`src/rtl/down_counter_timer.sv`:
```
// ---------------------------------------------------------------------------
// down_counter_timer
//   Loadable WIDTH-bit down-counter/timer. A load captures data_in into both
//   the live count and a reload register; while enabled the count decrements
//   once per clock until it reaches the terminal value, where a one-cycle tc
//   pulse is issued. Clearing en pauses the count without losing it.
//
//   Build option (macro AUTO_RELOAD_EN):
//     defined   - periodic timer: the terminal edge reloads count from
//                 reload_reg and the counter keeps running.
//     undefined - one-shot timer: the terminal edge clears count and the
//                 counter returns to idle.
//
// Ports
//   clk      in   1      rising-edge clock
//   rst      in   1      asynchronous reset, active-high
//   load     in   1      load data_in into count and reload_reg
//   data_in  in   WIDTH  load value
//   en       in   1      decrement enable (low = pause)
//   count    out  WIDTH  current count, registered
//   zero     out  1      registered, high when count == 0
//   tc       out  1      terminal-count pulse, one cycle wide
//   busy     out  1      registered, high while running or paused
// ---------------------------------------------------------------------------
module down_counter_timer #(
  parameter int WIDTH = 4
) (
  input  logic             clk,
  input  logic             rst,
  input  logic             load,
  input  logic [WIDTH-1:0] data_in,
  input  logic             en,
  output logic [WIDTH-1:0] count,
  output logic             zero,
  output logic             tc,
  output logic             busy
);

  localparam logic [1:0] IDLE  = 2'd0;
  localparam logic [1:0] RUN   = 2'd1;
  localparam logic [1:0] PAUSE = 2'd2;

  logic [1:0]       state;
  logic [WIDTH-1:0] reload_reg;

  logic [1:0]       next_state;
  logic [WIDTH-1:0] next_count;
  logic [WIDTH-1:0] next_reload;
  logic             next_tc;

  // Next-state logic. Load outranks enable, so a load arriving on the
  // terminal edge replaces the count and suppresses that tc. Idle ignores en,
  // which is what keeps the count from ever wrapping below zero.
  always_comb begin
    next_state  = state;
    next_count  = count;
    next_reload = reload_reg;
    next_tc     = 1'b0;

    if (load) begin
      next_count  = data_in;
      next_reload = data_in;
      if (data_in == '0)
        next_state = IDLE;
      else if (en)
        next_state = RUN;
      else
        next_state = PAUSE;
    end else if (state != IDLE) begin
      if (!en) begin
        next_state = PAUSE;
      end else if (count == WIDTH'(1)) begin
        next_tc = 1'b1;
`ifdef AUTO_RELOAD_EN
        next_count = reload_reg;
        next_state = RUN;
`else
        next_count = '0;
        next_state = IDLE;
`endif
      end else begin
        next_count = count - WIDTH'(1);
        next_state = RUN;
      end
    end
  end

  // State and output registers. zero and busy are derived from the values
  // being loaded, so they always agree with count and state on the same edge.
  always_ff @(posedge clk or posedge rst) begin
    if (rst) begin
      state      <= IDLE;
      count      <= '0;
      reload_reg <= '0;
      zero       <= 1'b1;
      tc         <= 1'b0;
      busy       <= 1'b0;
    end else begin
      state      <= next_state;
      count      <= next_count;
      reload_reg <= next_reload;
      zero       <= (next_count == '0);
      tc         <= next_tc;
      busy       <= (next_state != IDLE);
    end
  end

endmodule
```
`config.mk`:
```
export PLATFORM = sky130hd
export DESIGN_NAME = down_counter_timer
export DESIGN_NICKNAME = d
export VERILOG_FILES = /design/src/rtl/down_counter_timer.sv
export SDC_FILE = /design/constraint.sdc
export NUM_CORES = 1
export LEC_CHECK = 0
export ABC_AREA = 1
export CORE_ASPECT_RATIO = 0.75
export CORE_MARGIN = 2
export CORE_UTILIZATION = 30
export DETAILED_ROUTE_END_ITERATION = 8
export GPL_TIMING_DRIVEN = 0
export PLACE_DENSITY_LB_ADDON = 0.15
export SYNTH_ARGS = -nofsm -noshare
export SYNTH_HDL_FRONTEND = slang
export SYNTH_SLANG_ARGS = --single-unit
```
`constraint.sdc`:
```
create_clock -name clk -period 2.25 [get_ports clk]
set_input_delay 0.5625 -clock clk [delete_from_list [all_inputs] [get_ports clk]]
set_output_delay 0.5625 -clock clk [all_outputs]
set_load 0.1 [all_outputs]
```
==> results.md, run 1 <==
- The synthesized netlist cell count is 70.
- Routed signal wires occupy layers up through met4.
- Traced cell by cell, the critical path runs through dlygate4sd2_1.
- Relative to the synthesized area, the layout overhead comes to 32.9%.
- The flow ran to the end, and the final reports show no timing, DRC or antenna violations.
- The aggregate global-route resource usage is 0.120.
- The startpoint identified for the worst register-to-register timing path is count[1]$_DFF_PP0_.
- The initial antenna violation count is 0.
- For this block, wires on met1 add up to 538 um.
- The number of pins exceeding their max-slew limit in the final report is 0.
- After the last flow step, the layout net total stands at 98.
- The type of element launching the critical path is a flop.
- The cell depth of the worst hold path is 2.
- The worst hold path begins at load.
- The clock tree from TritonCTS is yes.
- The detail route stage leaves a number of antenna-violating nets equal to 0.
- The fraction of final layout cells with drive strength greater than 1 is 0.161.
- The leakage dissipation is ~0.00038 uW.
- The first-pass iteration count of the detailed router is 4.
- The global placement routability congestion is 0.765.
- Counting I/O delays and the setup requirement, the final critical path takes about 2.2 ns.
- The final hold violation count is 0.
- The type of the worst min-delay path is primary input to flop.
- The unique cell type count in the Yosys netlist is 18.
- The worst hold slack across all endpoints is around 0.54 ns.
- Together, buffers and inverters on the worst path number 1.
- In the synthesized netlist the dominant register cell turns out to be sky130_fd_sc_hd__dfrtp_1.
- The final layout contains routed wiring with a total length of around 1100 um.
- Of the synthesized area, sequential elements account for 0.426.
- The number of antenna diodes is 0.
- Setup violations remaining at the end of the flow were counted as 0.
- The worst setup skew after layout is about 0.0046 ns.
- Across all register-to-register paths, the minimum setup slack is approximately 0.84 ns.
- The critical path endpoint category is a primary output.
- The effective utilization at floorplan is 0.311.
- By startpoint and endpoint, the worst setup path is classified as flop to primary output.
- The multi-input combinational cells in the finished layout cover a total of ~250 um^2.
- The die is roughly 40 um tall.
- Pin placement for this block handled 15 I/O pins.
- The floorplan step defined a core boundary enclosing between 1500 and 2000 um^2.
- The clock transition at the register clock pins on the worst setup and hold paths after CTS is around 0.06 ns.
- The HPWL after detailed placement is between 800 and 900 um.
- Post-CTS timing repair inserted 0 buffers for setup.
- The worst hold path terminates at tc$_DFF_PP0_.
- After synthesis, the share of flip-flops with an asynchronous set or reset is 1.00.
- The insertion delay of the later-clocked pin in the worst-skew pair is around 0.26 ns.
- The detailed route wirelength on metal3 is approximately 36 um.
- In the routed design, unresolved DRC markers number 0.
- On the critical path, the stage with the largest delay is an instance of sky130_fd_sc_hd__dlygate4sd2_1.
- The worst-case IR drop observed on VDD is roughly 0.27 mV.
- The count of warnings emitted by yosys is 0.
- The final worst-path cycle share is 0.965.
- The worst-path maximum fanout is 1.
- The depth of the worst register-to-register path is 8.
- In this run the core area contains 13 standard-cell rows.
- The largest net degree at the start of global routing is 10.
- The via density per instance is roughly 4.2.
- The die is roughly 53 um wide.
- Max-cap violations in this run came to 0.
- The TritonCTS sink count is 9.
- The via total after detailed routing is around 460.
- The total overflow reported by the global router is 0.
- The endpoint of the worst register-to-register path is zero$_DFF_PP1_.
- The achievable clock frequency is 0.460 GHz.
- The count of input and output buffers is 13.
- The sequential cells in the finished layout cover a total of approximately 230 um^2.
- The first global-routing pass estimated ~1600 um of wire.
- The number of global-route vias before repair is just under 400.
- The hold-fix buffer count after cts is 0.
- The routed length per placed instance is approximately 9.7 um.
- No sink is reached through more buffers than the 2 on the longest clock path.
- In this run the power density over the cells is approximately 700 nW/um^2.
- In the detailed route, the total length drawn on met2 is between 400 and 500 um.
- Setup repair after global routing left no endpoint under its margin.
- The die covers around 2100 um^2.
- The CTS H-tree depth is 1.
- After synthesis the cells add up to 532 um^2.
- In this run the cell area measured after placement is roughly 690 um^2.
- Synthesis produced a netlist with a net count of 80.
- At the worst endpoint, the required time is between 1.5 and 2 ns.
- The clock buffer count from CTS is 3.
- The master cell of the clock root buffer is sky130_fd_sc_hd__clkbuf_4.
- The count of fill cells added during filler insertion is ~190.
- The number of synthesized flops with an enable pin is 0.
- The arrival time of data at the critical path endpoint is roughly 1.6 ns.
- A synthesized cell averages about 7.6 um^2.
- The actual transition at the worst max-transition pin is about 0.96 ns.
- The setup total negative slack is 0 ns.
- The number of DRC markers after the initial detailed-route iteration is 6.
- For this run, the slowest stage of the critical path takes ~0.84 ns.
- The number of flip-flops and latches in the synthesized netlist is 9.
- The cell family contributing the most delay on the critical path is buffers and inverters.
- Headroom to the max-slew limit came out at 0.364.
- The finished layout cell area is slightly above 700 um^2.
synthesized netlist by cell type, types with 2 or more instances:
master                    instances  area share
sky130_fd_sc_hd__nor2_4           2       0.042
sky130_fd_sc_hd__a21oi_1          2       0.019
sky130_fd_sc_hd__dfrtp_1          8        0.38
sky130_fd_sc_hd__inv_2            2       0.014
sky130_fd_sc_hd__nand2_1         19        0.13
sky130_fd_sc_hd__nor3_1           2       0.019
sky130_fd_sc_hd__ha_1             2       0.047
sky130_fd_sc_hd__nand2_2          2       0.024
sky130_fd_sc_hd__nand3_1          7       0.066
sky130_fd_sc_hd__inv_1           12       0.085
sky130_fd_sc_hd__nor2_1           5       0.035
per-stage QoR:
stage	util	power (uW)	instances	setup WS (ns)
global route	0.414	543	109	0.0259
global placement	0.404	396	105	0.0753
finish	0.414	508	109	0.0777
floorplan	-	346	70	0.373
CTS	0.414	516	109	0.0608
detailed placement	0.404	398	105	0.0754
power breakdown:
part | leakage, uW | switching, uW | total (uW) | internal, uW
clock network | 0.0000150 | 55.1 | 123 | 68.3
registers | 0.000109 | 12.0 | 190 | 178
logic | 0.000257 | 147 | 195 | 48.0
area by class of cell:
| cell class | instances | share of cell area |
|---|---|---|
| buffer | 1 | 0.0106 |
| clock buffer | 4 | 0.0372 |
| inverter | 14 | 0.0743 |
| multi-input combinational | 46 | 0.347 |
| sequential | 9 | 0.320 |
| tap | 22 | 0.0389 |
| timing repair buffer | 13 | 0.172 |
what timing repair did:
item                                    4_1_cts  5_1_grt
endpoints found under the hold margin         0        0
gates resized for setup                       7        0
endpoints found under the setup margin        7        0
cells in the final DEF, fill, tap and decap left out, drive strengths merged, types with 4 or more instances in the layout:
cell type,instances
nand2,21
inv,14
clkbuf,4
nand3,8
dfrtp,8
nor2,7
clkdlybuf4s50,6
dlygate4sd2,7
sequential cells by signal, summed over array words and instances, names as in the netlist:
signal / flops
tc: 1
state: 2
busy: 1
zero: 1
count: 4
cell families (layout without fill, tap and decap cells):
family | Yosys count | count (layout) | share of synthesized area
AO/OA/AOI/OAI | 4 | 4 | 0.0518
adder cells (fa/ha/maj) | 2 | 2 | 0.0471
buffers and inverters | 15 | 32 | 0.113
flip-flops | 9 | 9 | 0.426
AND/OR/NAND/NOR | 40 | 40 | 0.362
layer usage:
| metal | GRT usage | up-vias |
|---|---|---|
| li1 | - | 248 |
| met1 | 0.126 | 199 |
| met2 | 0.191 | 10 |
| met3 | 0.0448 | 2 |
| met4 | 0.115 | 0 |
| met5 | 0 | - |
worst max path at each step:
stage,start,to,cells after the start
6_report,zero$_DFF_PP1_,zero,1
5_1_grt,zero$_DFF_PP1_,zero,1
4_1_cts,zero$_DFF_PP1_,zero,1
3_5_place_dp,zero$_DFF_PP1_,zero,1
3_3_place_gp,zero$_DFF_PP1_,zero,1
2_1_floorplan,count[1]$_DFF_PP0_,zero$_DFF_PP1_,8
No activity file was read; power rests on OpenSTA's default activity.
==> inputs of run 2 (changes only) <==
- clock period: 2.25 -> 2.4 ns (I/O delays scaled with it)
==> run 2 against run 1 <==
Against the previous run: first-iteration DRC count is the same; largest cell class unchanged; largest power group unchanged; flip-flop and latch count stayed put; sequential share of layout area is 0.28 points lower.
==> results.md, run 2 (same netlist as run 1, synthesis figures left out) <==
- Setup repair after global routing left no endpoint under its margin.
- The CTS H-tree depth is 1.
- The growth of design area from synthesis to finish is 34.1%.
- The largest individual stage delay along the critical path comes from the cell sky130_fd_sc_hd__clkdlybuf4s50_1.
- The clock transition at the register clock pins on the worst setup and hold paths after CTS is ~0.06 ns.
- The number of global-route vias before repair is around 390.
- Once routing completed, OpenROAD measured the worst setup slack at ~0.11 ns.
- The hold-fix buffer count after cts is 0.
- The master cell of the clock root buffer is sky130_fd_sc_hd__clkbuf_4.
- The flow ran to the end, and the final reports show no timing, DRC or antenna violations.
- The fraction of final layout cells with drive strength greater than 1 is 0.161.
- The register with the highest flop count is count.
- The floorplan step set the die height to around 40 um.
- At the worst endpoint, the arrival time is 1.69 ns.
- The number of antenna diodes in the final layout is 0.
- The number of I/O pins is 15.
- Before CTS, the worst setup slack after placement is ~0.19 ns.
- The tightest min-delay check is of the primary input to flop type.
- The first-pass iteration count of the detailed router is 4.
- The most common cell after layout, fill and taps aside is sky130_fd_sc_hd__nand2_1.
- The floorplan step defined a die boundary enclosing ~2100 um^2.
- In the final layout, the registers with the most flip-flops are count (4), state (2).
- The insertion delay of the later-clocked pin in the worst-skew pair is roughly 0.26 ns.
- The worst setup path is launched from a flop.
- The achievable clock frequency is ~0.44 GHz.
- The core outline area is 1710 um^2.
- In this run the tool buffered the top-level ports with 13 buffer cells.
- The initial utilization of the core area, before any placement, comes to 0.311.
- The register with the most flip-flops in the layout has 4 of them.
- At the end of routability-driven placement, the weighted congestion stood at around 0.77.
- The endpoint required time on the critical path is between 1.5 and 2 ns.
- TritonCTS built the clock tree.
- The floorplan has 13 rows.
- The number of cells in the finished layout apart from fillers is 109.
- The critical path is of the flop to primary output type.
- Clock skew on the completed layout was measured at between 0.004 and 0.005 ns.
- The width of the die is approximately 53 um.
- The detail route stage leaves a number of antenna-violating nets equal to 0.
- The TritonCTS sink count is 9.
- The via total after detailed routing is roughly 460.
- The HPWL after detailed placement is between 800 and 900 um.
- For the pin with the worst max-slew slack, the measured transition is 0.959 ns.
- The global-route wire length before repair is about 1600 um.
- The routed length per placed instance is 9.74 um.
- The multi-input combinational cells in the finished layout cover a total of 245 um^2.
- In the final design database the tool counted approximately 100 nets.
- The number of pins exceeding their max-slew limit in the final report is 0.
- The number of buffers and inverters on the critical path is 1.
- The post-placement cell count is 105.
- The number of design rule violations left after detail routing is 0.
- Traced cell by cell, the critical path runs through clkdlybuf4s50_1.
- For this run, the total global-route usage over all layers was measured as 0.120.
- The total overflow reported by the global router is 0.
- TritonCTS created 3 clock buffers.
- The largest net degree at the start of global routing is 10.
- The largest stage delay on the critical path is 1.12 ns.
- Power spread over the standard cell area amounts to between 600 and 700 nW/um^2.
- Headroom to the max-slew limit came out at 0.359.
- Using the TritonRoute via totals, the vias-per-cell ratio works out to approximately 4.2.
- In the finished design, the share of the clock period the worst path needs comes to 0.956.
- In this run the static leakage power is 0.000384 uW.
- The kind of cell adding the most delay to the critical path is buffers and inverters.
- Wires add up to approximately 1100 um.
- The final hold violation count is 0.
- The library cells used most frequently in the layout, excluding fill and tap cells, are 19 x sky130_fd_sc_hd__nand2_1, 12 x sky130_fd_sc_hd__inv_1, 8 x sky130_fd_sc_hd__dfrtp_1, 8 x sky130_fd_sc_hd__clkdlybuf4s50_1, 7 x sky130_fd_sc_hd__nand3_1.
- Across the run, the number of max-cap violations was 0.
- The worst-path maximum fanout is 1.
- In this run, the number of DRC markers left after iteration 0 of detailed routing was 6.
- After filler insertion, the fill cell instance count of the layout stands at 189.
- The initial antenna violation count is 0.
- The register cell area after layout is approximately 230 um^2.
- The number of setup violations in the final report is 0.
- The clock period minus final worst setup slack is around 2.3 ns.
- STA classifies the critical path endpoint as a primary output.
- VDD sags by at most roughly 0.26 mV.
- The clock passes through at most 2 buffers.
- In the final timing run, aggregate negative setup slack is 0 ns.
- Measured on the finished design, the core utilization comes to 0.418.
run 2: power by group:
part | total, uW | switching [uW] | internal [uW]
registers | 178 | 11.4 | 167
logic | 185 | 138 | 47.7
clock network | 116 | 51.7 | 64.0
total | 479 | 201 | 279
run 2: through the flow:
step | area (um^2) | hold slack [ns] | total power, uW
finish | 713 | 0.582 | 479
global route | 713 | 0.580 | 512
CTS | 711 | 0.576 | 487
detailed placement | 689 | 0.631 | 373
global placement | 689 | 0.628 | 372
floorplan | 532 | 0.427 | 324
run 2: area by class of cell:
cell class,instances,share of cell area
timing repair buffer,13,0.179
tap,22,0.0386
buffer,1,0.0105
sequential,9,0.318
multi-input combinational,46,0.344
clock buffer,4,0.0368
inverter,14,0.0737
run 2: final timing paths:
kind	slack, ns	from	to	depth (start not counted)
hold / removal	0.58	load	tc$_DFF_PP0_	2
min in group asynchronous	0.61	rst	count[0]$_DFF_PP0_	2
setup / recovery	0.11	busy$_DFF_PP0_	busy	1
setup reg to reg	0.99	count[1]$_DFF_PP0_	zero$_DFF_PP1_	8
max in group asynchronous	1.48	rst	zero$_DFF_PP1_	2
hold reg to reg	0.63	count[3]$_DFF_PP0_	count[3]$_DFF_PP0_	4
run 2: routing by layer:
metal  part of all wire  wire (um)  vias to the layer above  track usage
met4              0.025         27                        0        0.115
met3              0.033         35                        2       0.0448
met5                  0          0                        -            0
met2               0.43        460                       10        0.191
met1               0.51        539                      199        0.126
li1                   -          -                      248            -
run 2: what timing repair did:
| action | 4_1_cts | 5_1_grt |
|---|---|---|
| gates resized for setup | 4 | 1 |
| setup buffers | 0 | 0 |
| hold endpoints to repair | 0 | 0 |
| endpoints found under the setup margin | 4 | 1 |
==> inputs of run 3 (changes only) <==
- CORE_ASPECT_RATIO: 0.75 -> not set
==> run 3 against run 2 <==
Against the previous run: flip-flop and latch count unchanged; total power up 0.81%; highest routed layer unchanged; fmax down 2.8%; routed wire length down 3.7%; largest power group unchanged; critical path depth unchanged; critical path type unchanged; largest cell class unchanged.
==> results.md, run 3 (same netlist as run 1, synthesis figures left out) <==
- The clock buffer count from CTS is 3.
- The type of the worst min-delay path is primary input to flop.
- The core outline area is approximately 1700 um^2.
- The critical path endpoint category is a primary output.
- In this run the horizontal extent of the chip is 46.1 um.
- The first global-routing pass estimated ~1800 um of wire.
- The number of DRC markers after the initial detailed-route iteration is 16.
- Row generation in the floorplan step produced 15 rows.
- The master cell of the clock root buffer is sky130_fd_sc_hd__clkbuf_4.
- The wire-length estimate of the detail-placed layout is approximately 830 um.
- VDD sags by at most 0.285 mV.
- The die is 46.1 um tall.
- The relative slew slack is 0.358.
- Across the run, the number of max-cap violations was 0.
- STA puts the critical path data required time at roughly 1.8 ns.
- The final hold violation count is 0.
- The slowest stage of the critical path belongs to the cell sky130_fd_sc_hd__clkdlybuf4s50_1.
- The clock net in this run drives a total of 9 sinks.
- The worst setup path is launched from a flop.
- Setup repair after global routing left no endpoint under its margin.
- The first detailed-routing pass took 4 iterations.
- The CTS H-tree depth is 1.
- The leakage dissipation is between 0.0003 and 0.0004 uW.
- Data on the critical path arrives at its endpoint at around 1.8 ns.
- Counting both buffers and inverters, the worst setup path holds a total of 1.
- Once detail routing completed, the nets flagged for antenna violations numbered 0.
- The number of global-route vias before repair is 435.
- Port buffering added 13 buffers.
- The largest net degree at the start of global routing is 10.
- The total setup buffers inserted after CTS is 0.
- Clock skew on the completed layout was measured at 0.00288 ns.
- After global routing the overflow that remains totals 0.
- TritonCTS built the clock tree.
- The routed design has between 1000 and 1500 um of wire.
- The flow ran to the end, and the final reports show no timing, DRC or antenna violations.
- The growth of design area from synthesis to finish is 32.5%.
- The setup total negative slack is 0 ns.
- The pre-CTS setup slack is around 0.19 ns.
- Once placement completed, the tool counted placed cells totaling 100.
- The insertion delay of the later-clocked pin in the worst-skew pair is around 0.27 ns.
- After detailed routing, the number of remaining DRC violations is 0.
- The number of flip-flops in the largest register is 4.
- The number of antenna diodes is 0.
- The initial antenna violation count is 0.
- The clock period minus final worst setup slack is ~2.4 ns.
- The number of cells in the finished layout apart from fillers is 104.
- The achievable clock frequency is between 0.4 and 0.5 GHz.
- For this configuration, the core starts out at a cell density of 0.315.
- The number of pins exceeding their max-slew limit in the final report is 0.
- The kind of cell adding the most delay to the critical path is buffers and inverters.
- For this block, the via count after detailed routing is between 400 and 500.
- Routability-driven placement finished with a final weighted congestion of about 0.78.
- The floorplan step defined a die boundary enclosing ~2100 um^2.
- Leaving out fill and tap cells, the most frequent cell in the layout is sky130_fd_sc_hd__nand2_1.
- Setup violations remaining at the end of the flow were counted as 0.
- Along the worst path, the maximum fanout reaches 3.
- The largest registers in the layout are count (4), state (2).
- More flip-flops sit in one register than any other, and that register is count.
- The number of nets at the end of the flow is a little under 100.
- The signal on the critical path passes through clkdlybuf4s50_1.
- The aggregate global-route resource usage is 0.128.
- The number of I/O pins is 15.
- The clock transition at the register clock pins on the worst setup and hold paths after CTS is approximately 0.060 ns.
- The actual transition at the worst max-transition pin is between 0.9 and 1 ns.
- The critical path in this run is classified as flop to primary output.
- In this design, the stage delay of the slowest critical-path cell is ~1.1 ns.
- The final worst-path cycle share is 0.983.
- The via density per instance is about 4.6.
- Dividing total power by cell area gives a power density of between 600 and 700 nW/um^2.
- The maximum clock path buffer count is 2.
- The slack of the critical path is 0.0405 ns.
- The fraction of final layout cells with drive strength greater than 1 is 0.161.
- In the layout the commonest cells are 19 x sky130_fd_sc_hd__nand2_1, 12 x sky130_fd_sc_hd__inv_1, 9 x sky130_fd_sc_hd__clkdlybuf4s50_1.
- The routed length per placed instance is between 9 and 10 um.
-- run 3: path summary, 6_finish.rpt --
check / end / startpoint / cells after the start / slack [ns]
min in group asynchronous: count[0]$_DFF_PP0_ / rst / 2 / 0.61
hold / removal: tc$_DFF_PP0_ / load / 2 / 0.58
hold reg to reg: count[3]$_DFF_PP0_ / count[3]$_DFF_PP0_ / 4 / 0.62
setup / recovery: count[3] / count[3]$_DFF_PP0_ / 1 / 0.04
setup reg to reg: zero$_DFF_PP1_ / count[1]$_DFF_PP0_ / 8 / 1.03
max in group asynchronous: zero$_DFF_PP1_ / rst / 2 / 1.49
-- run 3: what timing repair did --
item,CTS,global route
hold buffers,0,0
resized for setup,4,0
endpoints found under the hold margin,0,0
setup endpoints to repair,4,0
-- run 3: routing by layer --
layer | GRT usage | part of all wire
met2 | 0.178 | 0.44
met1 | 0.165 | 0.47
met5 | 0 | 0
met4 | 0.103 | 0.041
met3 | 0.0353 | 0.048
-- run 3: layout make-up --
class                      count  area [um^2]
fill                         188          985
sequential                     9          226
clock buffer                   4         26.3
multi-input combinational     46          245
tap                           17         21.3
inverter                      14         52.6
timing repair buffer          13          125
buffer                         1         7.51
-- run 3: through the flow --
stage | utilization | hold WS (ns) | area [um^2] | total power (uW)
after floorplan | - | 0.427 | 532 | 324
after global placement | 0.404 | 0.615 | 683 | 371
after detailed placement | 0.404 | 0.609 | 683 | 372
after CTS | 0.417 | 0.573 | 704 | 486
after global routing | 0.417 | 0.581 | 704 | 510
final | 0.417 | 0.576 | 704 | 483
-- run 3: report_power, final --
part | total, uW | switching (uW) | internal [uW]
clock network | 120 | 56.0 | 64.3
logic | 184 | 136 | 47.7
registers | 179 | 12.2 | 167
total | 483 | 204 | 279
